===== config.mk =====
export PLATFORM = sky130hd
export DESIGN_NAME = btn_op_cond_flat
export DESIGN_NICKNAME = d
export VERILOG_FILES = /design/src/rtl/btn_pkg.sv /design/src/rtl/btn_op_cond_if.sv /design/src/rtl/btn_debounce.sv /design/src/rtl/btn_op_cond.sv /design/src/flat_wrapper.sv
export SDC_FILE = /design/constraint.sdc
export NUM_CORES = 1
export LEC_CHECK = 0
export ABC_CLOCK_PERIOD_IN_PS = 2400
export CORE_ASPECT_RATIO = 1.5
export CORE_MARGIN = 5
export CORE_UTILIZATION = 60
export CTS_CLUSTER_DIAMETER = 60
export DETAILED_ROUTE_END_ITERATION = 7
export PLACE_DENSITY = 0.79
export SLEW_MARGIN = 20
export SYNTH_ARGS = -nofsm -noshare
export SYNTH_HDL_FRONTEND = slang
export SYNTH_SLANG_ARGS = --single-unit

===== constraint.sdc =====
create_clock -name clk -period 2.4 [get_ports clk]
set_clock_uncertainty 0.05 [all_clocks]
set_input_delay 0.36 -clock clk [delete_from_list [all_inputs] [get_ports clk]]
set_output_delay 0.36 -clock clk [all_outputs]
set_load 0.02 [all_outputs]

===== src/rtl/btn_pkg.sv =====
// -----------------------------------------------------------------------------
// btn_pkg
// Shared definitions for the operation push-button conditioner.
//   N_BTN        : number of op button channels (fixed at 4)
//   BTN_ADD..OR  : bit positions on the op bus, {or,and,sub,add}
//   lock_state_t : lockout FSM state encoding
// -----------------------------------------------------------------------------
package btn_pkg;

  localparam int N_BTN   = 4;

  localparam int BTN_ADD = 0;
  localparam int BTN_SUB = 1;
  localparam int BTN_AND = 2;
  localparam int BTN_OR  = 3;

  typedef enum logic {
    S_ARMED  = 1'b0,
    S_LOCKED = 1'b1
  } lock_state_t;

endpackage


===== src/rtl/btn_op_cond_if.sv =====
// -----------------------------------------------------------------------------
// btn_op_cond_if
// Bundles the button-side and control-FSM-side signals of btn_op_cond.
//   btn_raw      : raw board buttons, {or,and,sub,add}
//   op_btn_pulse : one-hot single-cycle press pulse, {or,and,sub,add}
//   btn_level    : debounced stable level per button
//   locked       : high while the lockout is active
//   state        : lockout FSM state, exported for observation
// Modports:
//   master : the side that drives the buttons and consumes the pulses
//   slave  : the conditioner itself
// Handshake: there is no valid/ready pair. op_btn_pulse is a registered
// strobe; a nonzero value is valid for exactly one clock and the consumer
// must accept it in that cycle (it cannot apply backpressure).
// -----------------------------------------------------------------------------
interface btn_op_cond_if;
  import btn_pkg::*;

  logic [N_BTN-1:0] btn_raw;
  logic [N_BTN-1:0] op_btn_pulse;
  logic [N_BTN-1:0] btn_level;
  logic             locked;
  lock_state_t      state;

  modport master (
    output btn_raw,
    input  op_btn_pulse,
    input  btn_level,
    input  locked,
    input  state
  );

  modport slave (
    input  btn_raw,
    output op_btn_pulse,
    output btn_level,
    output locked,
    output state
  );

endinterface


===== src/rtl/btn_debounce.sv =====
// -----------------------------------------------------------------------------
// btn_debounce
// One button channel: 2-flop synchroniser followed by a stability counter.
// A new level is accepted only after it has been seen for DB_CYCLES
// consecutive clocks; any return to the current stable level restarts the
// count from zero.
// Ports:
//   clk    : system clock
//   rst    : synchronous active-high reset (all flops and the count to 0)
//   btn_in : asynchronous raw button level (already polarity-corrected)
//   level  : debounced stable level (registered)
// -----------------------------------------------------------------------------
module btn_debounce #(
  parameter int DB_CYCLES = 1000000,
  parameter int CNT_W     = $clog2(DB_CYCLES)
) (
  input  logic clk,
  input  logic rst,
  input  logic btn_in,
  output logic level
);

  logic             sync1;
  logic             sync2;
  logic             stable;
  logic [CNT_W-1:0] cnt;

  always_ff @(posedge clk) begin
    if (rst) begin
      sync1  <= 1'b0;
      sync2  <= 1'b0;
      stable <= 1'b0;
      cnt    <= '0;
    end else begin
      sync1 <= btn_in;
      sync2 <= sync1;
      if (sync2 == stable) begin
        cnt <= '0;
      end else if (cnt == CNT_W'(DB_CYCLES - 1)) begin
        // Counting began on the first differing clock, so reaching
        // DB_CYCLES-1 here means DB_CYCLES consecutive differing samples.
        stable <= sync2;
        cnt    <= '0;
      end else begin
        cnt <= cnt + CNT_W'(1);
      end
    end
  end

  assign level = stable;

endmodule


===== src/rtl/btn_op_cond.sv =====
// -----------------------------------------------------------------------------
// btn_op_cond
// Conditions the four operation buttons (add, sub, and, or) for the
// calculator control FSM: synchronise + debounce each channel, detect rising
// edges of the debounced level, pick the highest-priority edge (add > sub >
// and > or) and emit it as a registered one-hot pulse. After a pulse the block
// locks out further pulses until every button is released (debounced).
// Ports:
//   clk : system clock
//   rst : synchronous active-high reset
//   bus : btn_op_cond_if.slave (btn_raw in; op_btn_pulse, btn_level,
//         locked, state out)
// Build option:
//   BTN_ACTIVE_LOW_EN : when defined, btn_raw is active-low on the pins and is
//                       inverted before the synchroniser. Internal levels
//                       still reset to "released" (0).
// -----------------------------------------------------------------------------
module btn_op_cond
  import btn_pkg::*;
#(
  parameter int DB_CYCLES = 1000000,
  parameter int CNT_W     = $clog2(DB_CYCLES)
) (
  input  logic clk,
  input  logic rst,
  btn_op_cond_if.slave bus
);

  logic [N_BTN-1:0] raw_eff;
  logic [N_BTN-1:0] stable;
  logic [N_BTN-1:0] stable_d;
  logic [N_BTN-1:0] rise;
  logic [N_BTN-1:0] sel;
  logic [N_BTN-1:0] pulse_q;
  logic [N_BTN-1:0] pulse_d;
  lock_state_t      state_q;
  lock_state_t      state_d;

`ifdef BTN_ACTIVE_LOW_EN
  assign raw_eff = ~bus.btn_raw;
`else
  assign raw_eff = bus.btn_raw;
`endif

  for (genvar i = 0; i < N_BTN; i++) begin : g_ch
    btn_debounce #(
      .DB_CYCLES (DB_CYCLES),
      .CNT_W     (CNT_W)
    ) u_db (
      .clk    (clk),
      .rst    (rst),
      .btn_in (raw_eff[i]),
      .level  (stable[i])
    );
  end

  always_ff @(posedge clk) begin
    if (rst) begin
      stable_d <= '0;
    end else begin
      stable_d <= stable;
    end
  end

  assign rise = stable & ~stable_d;

  // Isolate the lowest set bit: bit0 (add) is the highest priority.
  assign sel = rise & (~rise + N_BTN'(1));

  always_comb begin
    state_d = state_q;
    pulse_d = '0;
    case (state_q)
      S_ARMED: begin
        if (|rise) begin
          // Lower-priority simultaneous rises are dropped, not queued.
          pulse_d = sel;
          state_d = S_LOCKED;
        end
      end
      S_LOCKED: begin
        // Rises are ignored here; a button still held when this clears
        // produces no pulse because it has no fresh rising edge.
        if (stable == '0) begin
          state_d = S_ARMED;
        end
      end
      default: begin
        state_d = S_ARMED;
      end
    endcase
  end

  always_ff @(posedge clk) begin
    if (rst) begin
      state_q <= S_ARMED;
      pulse_q <= '0;
    end else begin
      state_q <= state_d;
      pulse_q <= pulse_d;
    end
  end

  assign bus.op_btn_pulse = pulse_q;
  assign bus.btn_level    = stable;
  assign bus.locked       = (state_q == S_LOCKED);
  assign bus.state        = state_q;

endmodule


===== src/flat_wrapper.sv =====
// flat-port wrapper written by rule: the top's interface ports become plain ports
module btn_op_cond_flat import btn_pkg::*;
#(
  parameter int DB_CYCLES = 1000000,
  parameter int CNT_W     = $clog2(DB_CYCLES)
)
  (clk, rst, bus_btn_raw, bus_op_btn_pulse, bus_btn_level, bus_locked, bus_state);
  btn_op_cond_if bus_i ();
  input  logic clk;
  input  logic rst;
  input wire logic [$bits(bus_i.btn_raw)-1:0] bus_btn_raw;
  output wire logic [$bits(bus_i.op_btn_pulse)-1:0] bus_op_btn_pulse;
  output wire logic [$bits(bus_i.btn_level)-1:0] bus_btn_level;
  output wire logic [$bits(bus_i.locked)-1:0] bus_locked;
  output wire logic [$bits(bus_i.state)-1:0] bus_state;
  assign bus_i.btn_raw = bus_btn_raw;
  assign bus_op_btn_pulse = bus_i.op_btn_pulse;
  assign bus_btn_level = bus_i.btn_level;
  assign bus_locked = bus_i.locked;
  assign bus_state = bus_i.state;
  btn_op_cond #(.DB_CYCLES(DB_CYCLES), .CNT_W(CNT_W)) u_core (.clk(clk), .rst(rst), .bus(bus_i));
endmodule

* Word level (Yosys, flattened, before mapping)
Cells that the tools add are included.
Storage, ports and cells: register bits after elaboration 101, bits in latches 0, memory bits (writable) 0, ROM bits 0, input bits 6, output and inout port bits 10, word-level logic and storage cells 56, memories kept 0
Cells by class: $add $sub $neg 5, multipliers 0, div/mod/pow operators 0, order comparisons 0, equal/unequal tests 8, shift-type cells 0, muxes and demuxes 3, bitwise gates (word level) 10, reduce and logical (&&, ||, !) cells 11
Operators by type and width (number):
- 20-bit by 1-bit adder with 20-bit output (second input constant) | 4
- 20-bit == test (second input constant) | 4
- 3-bit OR reduction | 5
- 4-bit bitwise AND | 2
- 4-bit inverter | 2
- 2-bit AND reduction | 4
- 1-bit inverter | 6
- 4-bit by 1-bit adder with 4-bit output (second input constant) | 1
- 1-bit == test | 4
- 4-bit logical NOT | 1
- 4-bit OR reduction | 1
- 1-bit two-way mux | 2
- 1-bit one-hot mux with 2 select lines | 1

* Longest topological paths before layout
depth in word-level cells 5, gate-level depth with buffers 7, depth with buffers taken out 5

* By module
A second synthesis with hierarchy kept.
Second synthesis, totals: cells, all modules 498, area, all modules 4403.0 µm²
By module, submodules not included:
- btn_debounce | times used 4, cells an instance 117, area each 1023.5 µm², sequential area each 460.4 µm²
- btn_op_cond | times used 1, cells an instance 30, area each 309.0 µm², sequential area each 180.2 µm²

* Worst setup path after synthesis
Ideal clock, no wire load.
path kind flip-flop to flip-flop, start register u_core.g_ch[2].u_db.cnt[0], end register u_core.g_ch[2].u_db.cnt[18], library setup time 0.066 ns, data arrival time 1.704 ns, required time 2.284 ns, path slack 0.580 ns, stages on the path, launching flop included 7, path buffers 1, clock period less this slack 1.820 ns, path through dfxtp_1 ha_1 nand2_1 or3_1 buf_6 or4_4 a21oi_2
Between the ends: word-level cells in the longest chain between the ends 2, elaborated cells on any way between the ends 3, classes of those cells 1 x add/sub; 1 x eq/ne; 1 x reduce/logical
RTL lines:
- from (decl) | RTL line btn_debounce.sv:26 | logic [CNT_W-1:0] cnt;
- from (signal assigned) | RTL line btn_debounce.sv:45 | cnt <= cnt + CNT_W'(1);
- parallel branches: the longest is 2 deep, another holds 20-bit by 1-bit adder with 20-bit output
Parallel ways; which one is timed is not known. A chain may end at the register's enable or synchronous reset.

* Final worst setup path
Same ends and word-level chain as after synthesis.

==> impl_metrics.env <==
export IMPL_outcome="finished clean"
export IMPL_syn2layout_area_growth_pct=7.74
export IMPL_critPathRequiredTime_ps=2650
export IMPL_power_mw=2.74
export IMPL_hold_path_class="reg2reg"
export IMPL_irDropWorstVdd_mv=0.314
export IMPL_busiest_layer="met2"
export IMPL_start_kind="register"
export IMPL_slowest_delay_ps=530
export IMPL_finalCritPeriodShare=0.811
export IMPL_grt_pass1_vias=3234
export IMPL_timing_final_ws_setup_ps=454
export IMPL_drive_above_1_share=0.0701
export IMPL_synth_mux_area_frac=0
export IMPL_reg2reg_depth=5
export IMPL_cp_top_family="simple AND/OR/NAND/NOR gates"
export IMPL_grtUsageMet1=0.211
export IMPL_vias=3379
export IMPL_seqCellArea_um2=2020
export IMPL_synthSimpleGateAreaFrac=0.286
export IMPL_dr_pass1_iters=5
export IMPL_synth_nets=500
export IMPL_start_util=0.610
export IMPL_cts_root_buf="clkbuf_8"
export IMPL_hold_ws_ps=391
export IMPL_synth_xor_area_frac=0.0906
export IMPL_clk_latency_ps=360
export IMPL_htree_num_levels=3
export IMPL_hold_path_depth=1
export IMPL_dpl_cell_area_um2=4500
export IMPL_setup_violations=0
export IMPL_netlist_instances=490
export IMPL_met3_usage=0.0433
export IMPL_fmax_ghz=0.514
export IMPL_gr_usage_met2=0.317
export IMPL_relSlewSlack=0.713
export IMPL_clk_pin_slew_ps=90
export IMPL_synth_edff_count=0
export IMPL_period_needed_ps=1950
export IMPL_cts_buffer_depth=2
export IMPL_r2r_start="u_core.g_ch[2].u_db.cnt[0]"
export IMPL_routed_via_density=5.84
export IMPL_clkSinkCount=101
export IMPL_async_flop_share=0
export IMPL_drv_cap=0
export IMPL_min_from="u_core.g_ch[0].u_db.cnt[0]"
export IMPL_gr_usage_all_layers=0.184
export IMPL_detailedPlace_worstSlack_ps=477
export IMPL_dp_cells=565
export IMPL_row_count=38
export IMPL_finalSetupTns_ps=0
export IMPL_synth_compound_area_frac=0.103
export IMPL_path_buf_inv=0
export IMPL_syn_area_um2=4350
export IMPL_die_w_um=79.5
export IMPL_p_leak_nw=1.44
export IMPL_slew_viol_final=0
export IMPL_fill_cells=611
export IMPL_layout_common_cells="dfxtp_1 (101), nor2_1 (54), nand2_1 (32), xor2_1 (32), a21oi_1 (31)"
export IMPL_hold_end="u_core.g_ch[0].u_db.cnt[0]"
export IMPL_cts_hold_buf=0
export IMPL_dp_hpwl_um=5250
export IMPL_hold_violations=0
export IMPL_mostFrequentLayoutCell="dfxtp_1"
export IMPL_synth_ff_type="dfxtp_1"
export IMPL_core_um2=7130
export IMPL_diodes=0
export IMPL_die_y_um=114
export IMPL_cp_max_fo=9
export IMPL_r2r_setup_slack_ps=450
export IMPL_grt_max_degree=21
export IMPL_drt_antenna_violating_nets=0
export IMPL_wl_um=7700
export IMPL_worst_pin_slew_ps=424
export IMPL_avgSynthCellArea_um2=8.87
export IMPL_path_cells="ha_1 > nand2_1 > or3_1 > or4_4 > a21oi_2"
export IMPL_io_buffers=15
export IMPL_dr_first_iter_drc_count=224
export IMPL_postCtsResizedCells=0
export IMPL_boundaryPins=16
export IMPL_overflow=0
export IMPL_crit_path_top_delay_cell="or4_4"
export IMPL_stdcell_count=579
export IMPL_cp_arrival_ps=2200
export IMPL_antenna_found_initial=0
export IMPL_die_area_um2=9080
export IMPL_nNetsFinal=506
export IMPL_drc=0
export IMPL_routedWlPerCell_um=13.3
export IMPL_finalInstanceArea_um2=4680
export IMPL_yosysWarningCount=0
export IMPL_yosysUniqueCellTypes=39
export IMPL_final_util=0.657
export IMPL_post_cts_buffers=0
export IMPL_crit_path_end_kind="register"
export IMPL_multi_input_area_um2=2130
export IMPL_r2r_end="u_core.g_ch[2].u_db.cnt[18]"
export IMPL_synthAdderAreaFrac=0.0115
export IMPL_synth_top_family_by_area="simple AND/OR/NAND/NOR gates"
export IMPL_rsz0062_at_grt="false"
export IMPL_path_class="reg2reg"
export IMPL_powerDensity_nw_per_um2=585
export IMPL_grt_pass1_wl_um=13600
export IMPL_place_congestion=0.844
export IMPL_cts_tree="done"
export IMPL_seq_area_frac_synth=0.465
export IMPL_cts_buffers=9
export IMPL_ys_seq_elements=101
registers in the layout (all words and copies together), names as in the netlist:
name	cells
u_core.bus.locked	1
u_core.bus.op_btn_pulse	4
u_core.g_ch.u_db.cnt	80
u_core.g_ch.u_db.level	4
u_core.g_ch.u_db.sync1	4
u_core.g_ch.u_db.sync2	4
u_core.stable_d	4
metal layers:
layer  share of wire  vias to the layer above
met4           0.025                        0
met5               0                        -
met3           0.032                       16
li1                -                     1728
met1            0.45                     1580
met2            0.50                       55
cell families after synthesis:
| group | after synthesis |
|---|---|
| fa+ha+maj | 4 |
| flops | 101 |
| compound gates | 75 |
| simple gates | 226 |
| buf+inv | 39 |
| xor+xnor | 45 |
cells in the mapped netlist, drive strengths merged, types with 13 or more instances:
cell type	number	area, µm²
a21oi	32	164
dfxtp	101	2020
nand2	32	120
inv	13	48.8
nand4	17	106
or3	20	129
or4	13	105
buf	16	105
xor2	32	280
xnor2	13	114
o21ai	24	131
nand3	25	130
nor2	54	203
final cells by class:
cell class              count  area share
multi-input cells         350       0.456
flip-flops and latches    101       0.432
repair buffers             21      0.0417
clock buffers              13      0.0382
well taps                  80      0.0214
inverters                  13      0.0104
clock inverters             1     0.00107
worst max path at each step:
stage / startpoint / endpoint / depth (start not counted)
6_report: u_core.g_ch[2].u_db.cnt[0] / u_core.g_ch[2].u_db.cnt[18] / 5
5_1_grt: u_core.g_ch[2].u_db.cnt[0] / u_core.g_ch[2].u_db.cnt[14] / 5
4_1_cts: u_core.g_ch[2].u_db.cnt[0] / u_core.g_ch[2].u_db.cnt[18] / 5
3_5_place_dp: u_core.g_ch[2].u_db.cnt[0] / u_core.g_ch[2].u_db.cnt[18] / 5
3_3_place_gp: u_core.g_ch[2].u_db.cnt[0] / u_core.g_ch[2].u_db.cnt[18] / 5
2_1_floorplan: u_core.g_ch[2].u_db.cnt[0] / u_core.g_ch[2].u_db.cnt[18] / 6
report_power, final:
part | switching (mW) | internal [mW]
clock network | 0.534 | 0.478
logic | 0.0238 | 0.0199
registers | 0.00380 | 1.68
total | 0.562 | 2.18
No activity file was read; power rests on OpenSTA's default activity.
